--- config.mk ---
export PLATFORM = sky130hd
export DESIGN_NAME = branch_predict_resolve_unit
export DESIGN_NICKNAME = d
export VERILOG_FILES = /design/src/rtl/branch_predict_resolve_unit.sv
export SDC_FILE = /design/constraint.sdc
export NUM_CORES = 1
export LEC_CHECK = 0
export CAP_MARGIN = 10
export CELL_PAD_IN_SITES_DETAIL_PLACEMENT = 1
export CELL_PAD_IN_SITES_GLOBAL_PLACEMENT = 2
export CORE_MARGIN = 5
export CORE_UTILIZATION = 35
export DETAILED_ROUTE_END_ITERATION = 7
export PLACE_DENSITY_LB_ADDON = 0.25
export SLEW_MARGIN = 20
export SYNTH_ARGS = -nofsm -noshare
export SYNTH_HDL_FRONTEND = slang
export SYNTH_SLANG_ARGS = --single-unit
--- constraint.sdc ---
create_clock -name clk -period 3.85 [get_ports clk]
set_input_delay 0.385 -clock clk [delete_from_list [all_inputs] [get_ports clk]]
set_output_delay 0.385 -clock clk [all_outputs]
set_load 0.005 [all_outputs]
--- src/rtl/branch_predict_resolve_unit.sv ---
// Branch predict / resolve unit sitting between ID and EX.
// - ID side: 2-bit saturating-counter BHT lookup gives id_pred_taken_o.
// - EX side: resolves conditional branches from ALU flags, detects mispredicts,
//   drives the PC-mux select and pipeline flush, trains the BHT, latches halt on
//   ecall/ebreak and keeps saturating branch / mispredict statistics.
// Ports:
//   clk, rst_n              clock, asynchronous active-low reset
//   id_pc_i, id_is_branch_i ID-stage PC and conditional-branch flag
//   id_pred_taken_o         prediction for the ID instruction
//   ex_valid_i, ex_pc_i     EX-stage valid and PC
//   ex_branch_i             EX instruction is a conditional branch
//   ex_pred_taken_i         prediction carried down with the EX instruction
//   jal_i .. fence_i        EX decode flags
//   func3_i, zf/cf/vf/sf_i  branch condition and ALU flags
//   pc_sel_o, flush_o       PC-mux select and IF/ID + ID/EX flush
//   halted_o, mispredict_o  sticky halt, current EX branch mispredicted
//   stat_branches_o         resolved conditional branches (saturating)
//   stat_mispred_o          mispredicted branches (saturating)
module branch_predict_resolve_unit #(
  parameter int unsigned XLEN        = 32,
  parameter int unsigned BHT_ENTRIES = 64,
  parameter int unsigned CNT_W       = 16
) (
  input  logic             clk,
  input  logic             rst_n,
  input  logic [XLEN-1:0]  id_pc_i,
  input  logic             id_is_branch_i,
  output logic             id_pred_taken_o,
  input  logic             ex_valid_i,
  input  logic [XLEN-1:0]  ex_pc_i,
  input  logic             ex_branch_i,
  input  logic             ex_pred_taken_i,
  input  logic             jal_i,
  input  logic             jalr_i,
  input  logic             ecall_i,
  input  logic             ebreak_i,
  input  logic             fence_i,
  input  logic [2:0]       func3_i,
  input  logic             zf_i,
  input  logic             cf_i,
  input  logic             vf_i,
  input  logic             sf_i,
  output logic [2:0]       pc_sel_o,
  output logic             flush_o,
  output logic             halted_o,
  output logic             mispredict_o,
  output logic [CNT_W-1:0] stat_branches_o,
  output logic [CNT_W-1:0] stat_mispred_o
);

  localparam int unsigned IdxW = $clog2(BHT_ENTRIES);
  localparam logic [CNT_W-1:0] CntOne = {{(CNT_W-1){1'b0}}, 1'b1};

  localparam logic [2:0] PcNext    = 3'b000;
  localparam logic [2:0] PcExTgt   = 3'b001;
  localparam logic [2:0] PcJalr    = 3'b010;
  localparam logic [2:0] PcRefetch = 3'b011;
  localparam logic [2:0] PcHold    = 3'b100;

  logic [1:0]      bht_q [BHT_ENTRIES];
  logic [1:0]      bht_entry_d;
  logic [IdxW-1:0] id_idx, ex_idx;
  logic            halted_q, halted_d;
  logic [CNT_W-1:0] stat_br_q, stat_br_d, stat_mis_q, stat_mis_d;
  logic            taken, br, mis;

  assign id_idx = id_pc_i[IdxW+1:2];
  assign ex_idx = ex_pc_i[IdxW+1:2];

  // PC bits outside the index field do not take part in prediction.
  logic unused_pc_bits;
  assign unused_pc_bits = ^{id_pc_i[XLEN-1:IdxW+2], id_pc_i[1:0],
                            ex_pc_i[XLEN-1:IdxW+2], ex_pc_i[1:0]};

  // Lookup sees the registered table, so a same-cycle update is not visible.
  assign id_pred_taken_o = id_is_branch_i & bht_q[id_idx][1] & ~halted_q;

  always_comb begin
    taken = 1'b0;
    case (func3_i)
      3'b000:  taken = zf_i;
      3'b001:  taken = ~zf_i;
      3'b100:  taken = sf_i ^ vf_i;
      3'b101:  taken = ~(sf_i ^ vf_i);
      3'b110:  taken = ~cf_i;
      3'b111:  taken = cf_i;
      default: taken = 1'b0;
    endcase
  end

  assign br  = ex_valid_i & ex_branch_i & ~halted_q;
  assign mis = br & (taken ^ ex_pred_taken_i);

  // Outputs are forced quiet while reset is held, whatever the EX inputs do.
  assign mispredict_o = rst_n & mis;

  always_comb begin
    pc_sel_o = PcNext;
    flush_o  = 1'b0;
    if (!rst_n) begin
      pc_sel_o = PcNext;
    end else if (halted_q) begin
      pc_sel_o = PcHold;
    end else if (ex_valid_i && (ecall_i || ebreak_i)) begin
      pc_sel_o = PcHold;
      flush_o  = 1'b1;
    end else if (ex_valid_i && fence_i) begin
      pc_sel_o = PcRefetch;
      flush_o  = 1'b1;
    end else if (ex_valid_i && jal_i) begin
      pc_sel_o = PcExTgt;
      flush_o  = 1'b1;
    end else if (ex_valid_i && jalr_i) begin
      pc_sel_o = PcJalr;
      flush_o  = 1'b1;
    end else if (mis && taken) begin
      pc_sel_o = PcExTgt;
      flush_o  = 1'b1;
    end else if (mis) begin
      pc_sel_o = PcRefetch;
      flush_o  = 1'b1;
    end
  end

  always_comb begin
    bht_entry_d = bht_q[ex_idx];
    if (taken && bht_q[ex_idx] != 2'b11) begin
      bht_entry_d = bht_q[ex_idx] + 2'b01;
    end else if (!taken && bht_q[ex_idx] != 2'b00) begin
      bht_entry_d = bht_q[ex_idx] - 2'b01;
    end
  end

  assign halted_d   = halted_q | (ex_valid_i & (ecall_i | ebreak_i));
  assign stat_br_d  = (br && stat_br_q != '1) ? stat_br_q + CntOne : stat_br_q;
  assign stat_mis_d = (mis && stat_mis_q != '1) ? stat_mis_q + CntOne : stat_mis_q;

  always_ff @(posedge clk or negedge rst_n) begin
    if (!rst_n) begin
      for (int i = 0; i < BHT_ENTRIES; i++) begin
        bht_q[i] <= 2'b01;
      end
    end else if (br) begin
      bht_q[ex_idx] <= bht_entry_d;
    end
  end

  always_ff @(posedge clk or negedge rst_n) begin
    if (!rst_n) begin
      halted_q   <= 1'b0;
      stat_br_q  <= '0;
      stat_mis_q <= '0;
    end else begin
      halted_q   <= halted_d;
      stat_br_q  <= stat_br_d;
      stat_mis_q <= stat_mis_d;
    end
  end

  assign halted_o        = halted_q;
  assign stat_branches_o = stat_br_q;
  assign stat_mispred_o  = stat_mis_q;

endmodule

Yosys cells after proc, flatten, opt, wreduce, memory -nomap -nowiden
Cells that the tools add are included.
{ "word_totals": {"out_inout_bits": 39, "in_bits": 82, "elab_cells": 141, "regBits": 161} }
{ "op_classes": {"reduce_logical": 14, "mux": 28, "magnitude_cmp": 3, "addsub": 4, "bitwise": 17, "n_eq_ne": 8} }
{ "ops": {"columns": ["cell", "count"], "rows": [
  ["bitwise mux 128 bit", 1],
  ["adder 16 x 1 -> 16 bit (second input constant)", 2],
  ["!= test 16 bit (second input constant)", 2],
  ["binary-select mux 2 bit (select 6 bit)", 2],
  ["2-to-1 mux 2 bit", 12],
  [">= comparator 7 bit (second input constant)", 2],
  ["inverter 6 -> 7 bit", 2],
  ["demux 2 bit (select 6 bit)", 1],
  ["== test 3 bit (second input constant)", 4],
  ["logical AND 1 bit", 10],
  ["2-to-1 mux 3 bit", 3],
  ["2-to-1 mux 1 bit", 8],
  ["bitwise AND 1 bit", 7],
  ["< comparator 7 x 1 -> 1 bit (second input constant)", 1],
  ["one-hot mux 1 bit (6 select lines)", 1],
  ["inverter 1 bit", 4],
  ["== test 3 x 1 -> 1 bit (second input constant)", 1],
  ["logical NOT 3 bit", 1],
  ["adder 2 x 1 -> 2 bit (second input constant)", 1],
  ["!= test 2 bit (second input constant)", 1],
  ["bitwise OR 1 bit", 2],
  ["nonzero test 2 bit", 1],
  ["subtractor 2 x 1 -> 2 bit (second input constant)", 1],
  ["bitwise XOR 1 bit", 2],
  ["2 further kinds", 2]
]} }

Logic depth before layout (Yosys ltp)
{ "logic_depth": {"depth_word": 13, "mapped_depth": 17, "depth_no_buf": 11} }

Worst setup path after synthesis
Ideal clock, no wire load.
{ "synth_path": {"path_kind": "in2reg", "start": "input ex_pc_i[2]", "end": "register bht_q[3] (netlist name)", "setup_ns": 0.074, "path_buffers": 6, "path_slack_ns": 0.195, "t_required_ns": 3.776, "arrival_ns": 3.581, "path_stages": 17, "cell_sequence": "buf_4 buf_6 buf_6 mux4_2 a221o_1 o21ai_1 o21ai_1 clkbuf_1 nor3_1 inv_1 ha_1 a31oi_1 mux2_2 clkbuf_1 buf_1 nor2_1 a21oi_2"} }
{ "synth_via": {"elab_chain_len": 9, "elab_cells_between_ends": 18, "classes_between": "add/sub: 2; order compare: 2; eq/ne: 1; mux: 8; bitwise: 1; reduce/logical: 4"} }
{ "synth_rtl": {"columns": ["element", "line_no", "source"], "rows": [
  ["from (decl)", "30", "input logic [XLEN-1:0] ex_pc_i,"],
  ["inverter 6 -> 7 bit (implied by the code) (*)", null, null],
  ["parallel branches: the longest is 7 deep, another holds subtractor 2 x 1 -> 2 bit", null, null],
  ["bitwise mux 128 bit (*)", "144", "bht_q[ex_idx] <= bht_entry_d;"],
  ["to (signal, indexed assignment)", "144", null],
  ["to (decl)", "60", "logic [1:0] bht_q [BHT_ENTRIES];"]
]} }
Every way passes the cells marked *. The select of a mux whose other input is x is not followed.
A chain may end at the register's enable or synchronous reset.

Worst setup path after layout
{ "layout_path": {"start": "input id_pc_i[2]", "end": "output id_pred_taken_o"} }
{ "layout_via": {"elab_chain_len": 6} }
{ "layout_rtl": {"columns": ["element", "line_no", "source"], "rows": [
  ["from (decl)", "26", "input logic [XLEN-1:0] id_pc_i,"],
  ["inverter 6 -> 7 bit (implied by the code)", "76", "assign id_pred_taken_o = id_is_branch_i & bht_q[id_idx][1] & ~halted_q;"],
  ["binary-select mux 2 bit (select 6 bit)", "76", null],
  ["2-to-1 mux 2 bit (implied by the code) (2 in series)", "76", null],
  ["bitwise AND 1 bit (2 in series)", "76", null],
  ["to (decl)", "28", "output logic id_pred_taken_o,"]
]} }
Every way passes these cells. The select of a mux whose other input is x is not followed.

==> impl_results.md <==
- Post-route ant nets: 0
- Leak: 4.88 nW
- DR pass1 iterations: 5
- CTS tree: yes
- Crit path kind: in2out
- Pre-CTS setup slack: -0.210 ns
- Vias per cell: between 5 and 6
- Endpoints failing setup: 0
- Post_cts resized: 0
- Final RePlAce weighted congestion: roughly 0.86
- Syn Std Cell Area: a little under 10,000 um^2
- CP Cell Sequence: clkdlybuf4s50_1, buf_12, mux4_2, mux4_2, mux4_2, and3_1, clkdlybuf4s50_1
- Max cap viols: 0
- Cell count after synthesis: around 1,100
- H-tree levels: 4
- Vias in the first global route: about 9,300
- Post-route setup slack: 0.135 ns
- Final max-slew violation count: 0
- CTS sink cnt: ~160
- Top cell by count, worst path: mux4_2
- DR vias: 8,904
- Area grow syn2layout: 20.9%
- CTS max path bufs: 2
- Final Hold Viols: 0
- Nets: between 1,000 and 1,500
- Switching share of total power: approximately 30%
- Final routed wire length divided by cell count: around 23 um
- First-pass GRT wire length: approximately 55,000 um
- Setup bufs post-CTS: 0
- Clk_skew: 0.0139 ns
- Hold WC Path Type: reg2reg
- Port-buffer cells: 68
- Synth warnings: 0
- Most common cell in the synthesized netlist: nand2_1
- Synth unique cells: 66
- Max incr delay on CP: about 0.55 ns
- Hold_sp: bht_q[64]$_DFFE_PN1P_
- Post-synth EDFFs: 0
- Worst-path clk slew: approximately 0.070 ns
- Relative slew slack: 38.3%
- Syn_area_per_cell: about 9.3 um^2
- PD cells: between 300 and 400 nW/um^2
- Pwr Total: around 4.1 mW
- Critical Path RT: 3.46 ns
- Worst slew pin tran: ~0.9 ns
- Most used flip-flop cell after synthesis: dfrtp_1
- Reg power frac: between 40% and 50%
- Post-DP HPWL: around 24,000 um
- Cell internal pwr: ~2.8 mW
- Layout Cells excl Fill: between 1,500 and 2,000
- Commonest cells post-synth: nand2_1, nor2_1, dfrtp_1
- DR iter-0 viols: between 500 and 600
- Clk pwr share: a little over two fifths
- Initial Util: a little over a third
- Arrival time worst endpoint: roughly 3.3 ns
- Seq/Total Area, Yosys: around two fifths
- Initial antenna violation count: 0
- Drt drc: 0
- RSZ-0062 raised after global routing: no
- Logic pwr share: approximately 15%
- Worst vdd ir: approximately 0.29 mV
- Reg2reg start: bht_q[11]$_DFFE_PN0P_
- Largest area contributor in the netlist: dfrtp_1
- Pin count of the biggest net entering global routing: 73
- Layout cells sized above 1: 20.5%
- Num CTS Buffers: 17
- Routed wire length: ~35,000 um
- Die height: between 150 and 200 um
- DIE WIDTH: 178 um
- Dpl cells: between 1,000 and 1,500
- Status: complete, no violations
- Crit. End Element: output pin
- Top cell type's share of synthesized area: 24.5%
- Period minus WS final: ~3.7 ns
- Core Box Area: between 20,000 and 30,000 um^2
- DIE AREA: roughly 32,000 um^2
- Net switching power: 1.21 mW
- Worst Setup Start Kind: primary input
- Fillers: ~3,200
- Reg2reg setup slack: ~0.5 ns
- Post-synthesis register bit count: between 150 and 200
- Top post-synthesis cells by area: dfrtp_1, dfstp_2, mux4_2
- Slowest-stage cell, CP: mux4_2
- Final core occ: between 40% and 50%
- Syn_nets: approximately 1,100
- Clk_lat worst skew: between 0.4 and 0.5 ns
- Fmax: approximately 0.27 GHz
- Antenna cells: 0
- Async set or reset register ratio after synthesis: 100%
- Grt ovf: 0
- GRT Resource Usage Total: 22.3%
- Root buf cell: clkbuf_16
- CP startpoint: id_pc_i[2]
- IO Pins: 121
- Post-CTS Hold Buffers: 1
- Critical Path Fanout Max: 16
- Rows: slightly above 60
- Period utilization: 96.5%
## layout by cell type, fill, tap and decap left out, types with 6 or more instances in the layout
master	n
o21ai_0	6
nand4_1	7
nor3_1	34
xnor2_1	28
buf_4	57
a211o_1	33
clkdlybuf4s50_1	65
and3_1	17
or4_1	33
mux2i_1	22
a31oi_1	28
and4_1	6
nand2b_1	6
a22oi_1	12
clkbuf_16	17
a21oi_1	94
dfstp_2	64
nand3_1	83
dfrtp_1	97
buf_12	15
nor2b_1	24
nand2_1	116
a21oi_2	8
nor2_1	111
mux2_2	8
inv_1	14
and2_1	8
o31ai_1	7
mux4_2	33
## routing by layer
| metal | global-route usage [%] | up-vias | wire length (um) |
|---|---|---|---|
| met5 | 0 | - | 0 |
| met4 | 5.90 | 0 | 669 |
| met3 | 3.33 | 43 | 1230 |
| met2 | 37.2 | 170 | 16700 |
| met1 | 30.3 | 4628 | 16000 |
| li1 | - | 4063 | - |
## worst paths after layout
path / end / cells after the start
worst max-delay path: id_pred_taken_o / 7
worst min-delay path: bht_q[64]$_DFFE_PN1P_ / 2
worst max register to register: bht_q[117]$_DFFE_PN0P_ / 12
worst min register to register: bht_q[64]$_DFFE_PN1P_ / 2
max in group asynchronous: bht_q[13]$_DFFE_PN0P_ / 3
min in group asynchronous: stat_branches_o[8]$_DFFE_PN0P_ / 2
## critical path, delay by kind of cell
family,cells,cell delay (ns)
buffers and inverters,3,1.15
AND/OR/NAND/NOR,1,0.20
multiplexers,3,1.57
## sequential cells by signal, indices dropped and copies added (netlist names)
| signal | flops |
|---|---|
| bht_q | 128 |
| halted_o | 1 |
| stat_branches_o | 16 |
| stat_mispred_o | 16 |
## power groups by stage
| stage | sequential, mW | clock, mW | combinational [mW] |
|---|---|---|---|
| after floorplan | 1.73 | 0 | 0.286 |
| after global placement | 1.73 | 0 | 0.592 |
| after detailed placement | 1.73 | 0 | 0.595 |
| after CTS | 1.70 | 1.79 | 0.599 |
| after global routing | 1.71 | 1.86 | 0.633 |
| final | 1.70 | 1.75 | 0.599 |
## area by class of cell
| class | count | area, um^2 | area share [%] |
|---|---|---|---|
| timing repair buffer | 141 | 1410 | 11.8 |
| inverter | 14 | 52.6 | 0.439 |
| multi-input combinational | 805 | 5330 | 44.6 |
| sequential | 161 | 4110 | 34.4 |
| tap | 378 | 473 | 3.95 |
| clock buffer | 18 | 439 | 3.67 |
| clock inverter | 14 | 143 | 1.19 |
## cell families (layout without fill, tap and decap cells)
group / Yosys count / count (layout) / share of synthesized area [%]
muxes: 64 / 64 / 10.8
DFF: 161 / 161 / 41.5
buffers and inverters: 96 / 187 / 4.72
and+or+nand+nor: 474 / 474 / 23.6
AOI/OAI and AO/OA: 230 / 230 / 15.7
xor gates and xnor gates: 33 / 33 / 3.07
adders and majority gates: 4 / 4 / 0.506
## per-stage QoR
stage	hold slack, ns	TNS, ns	cell area [um^2]
2_1_floorplan	0.0894	0	9890
3_3_place_gp	0.457	-3.42	11400
3_5_place_dp	0.456	-16.86	11400
4_1_cts	0.477	0	12000
5_1_grt	0.493	0	12000
6_report	0.473	0	12000
No activity file was read; power rests on OpenSTA's default activity.
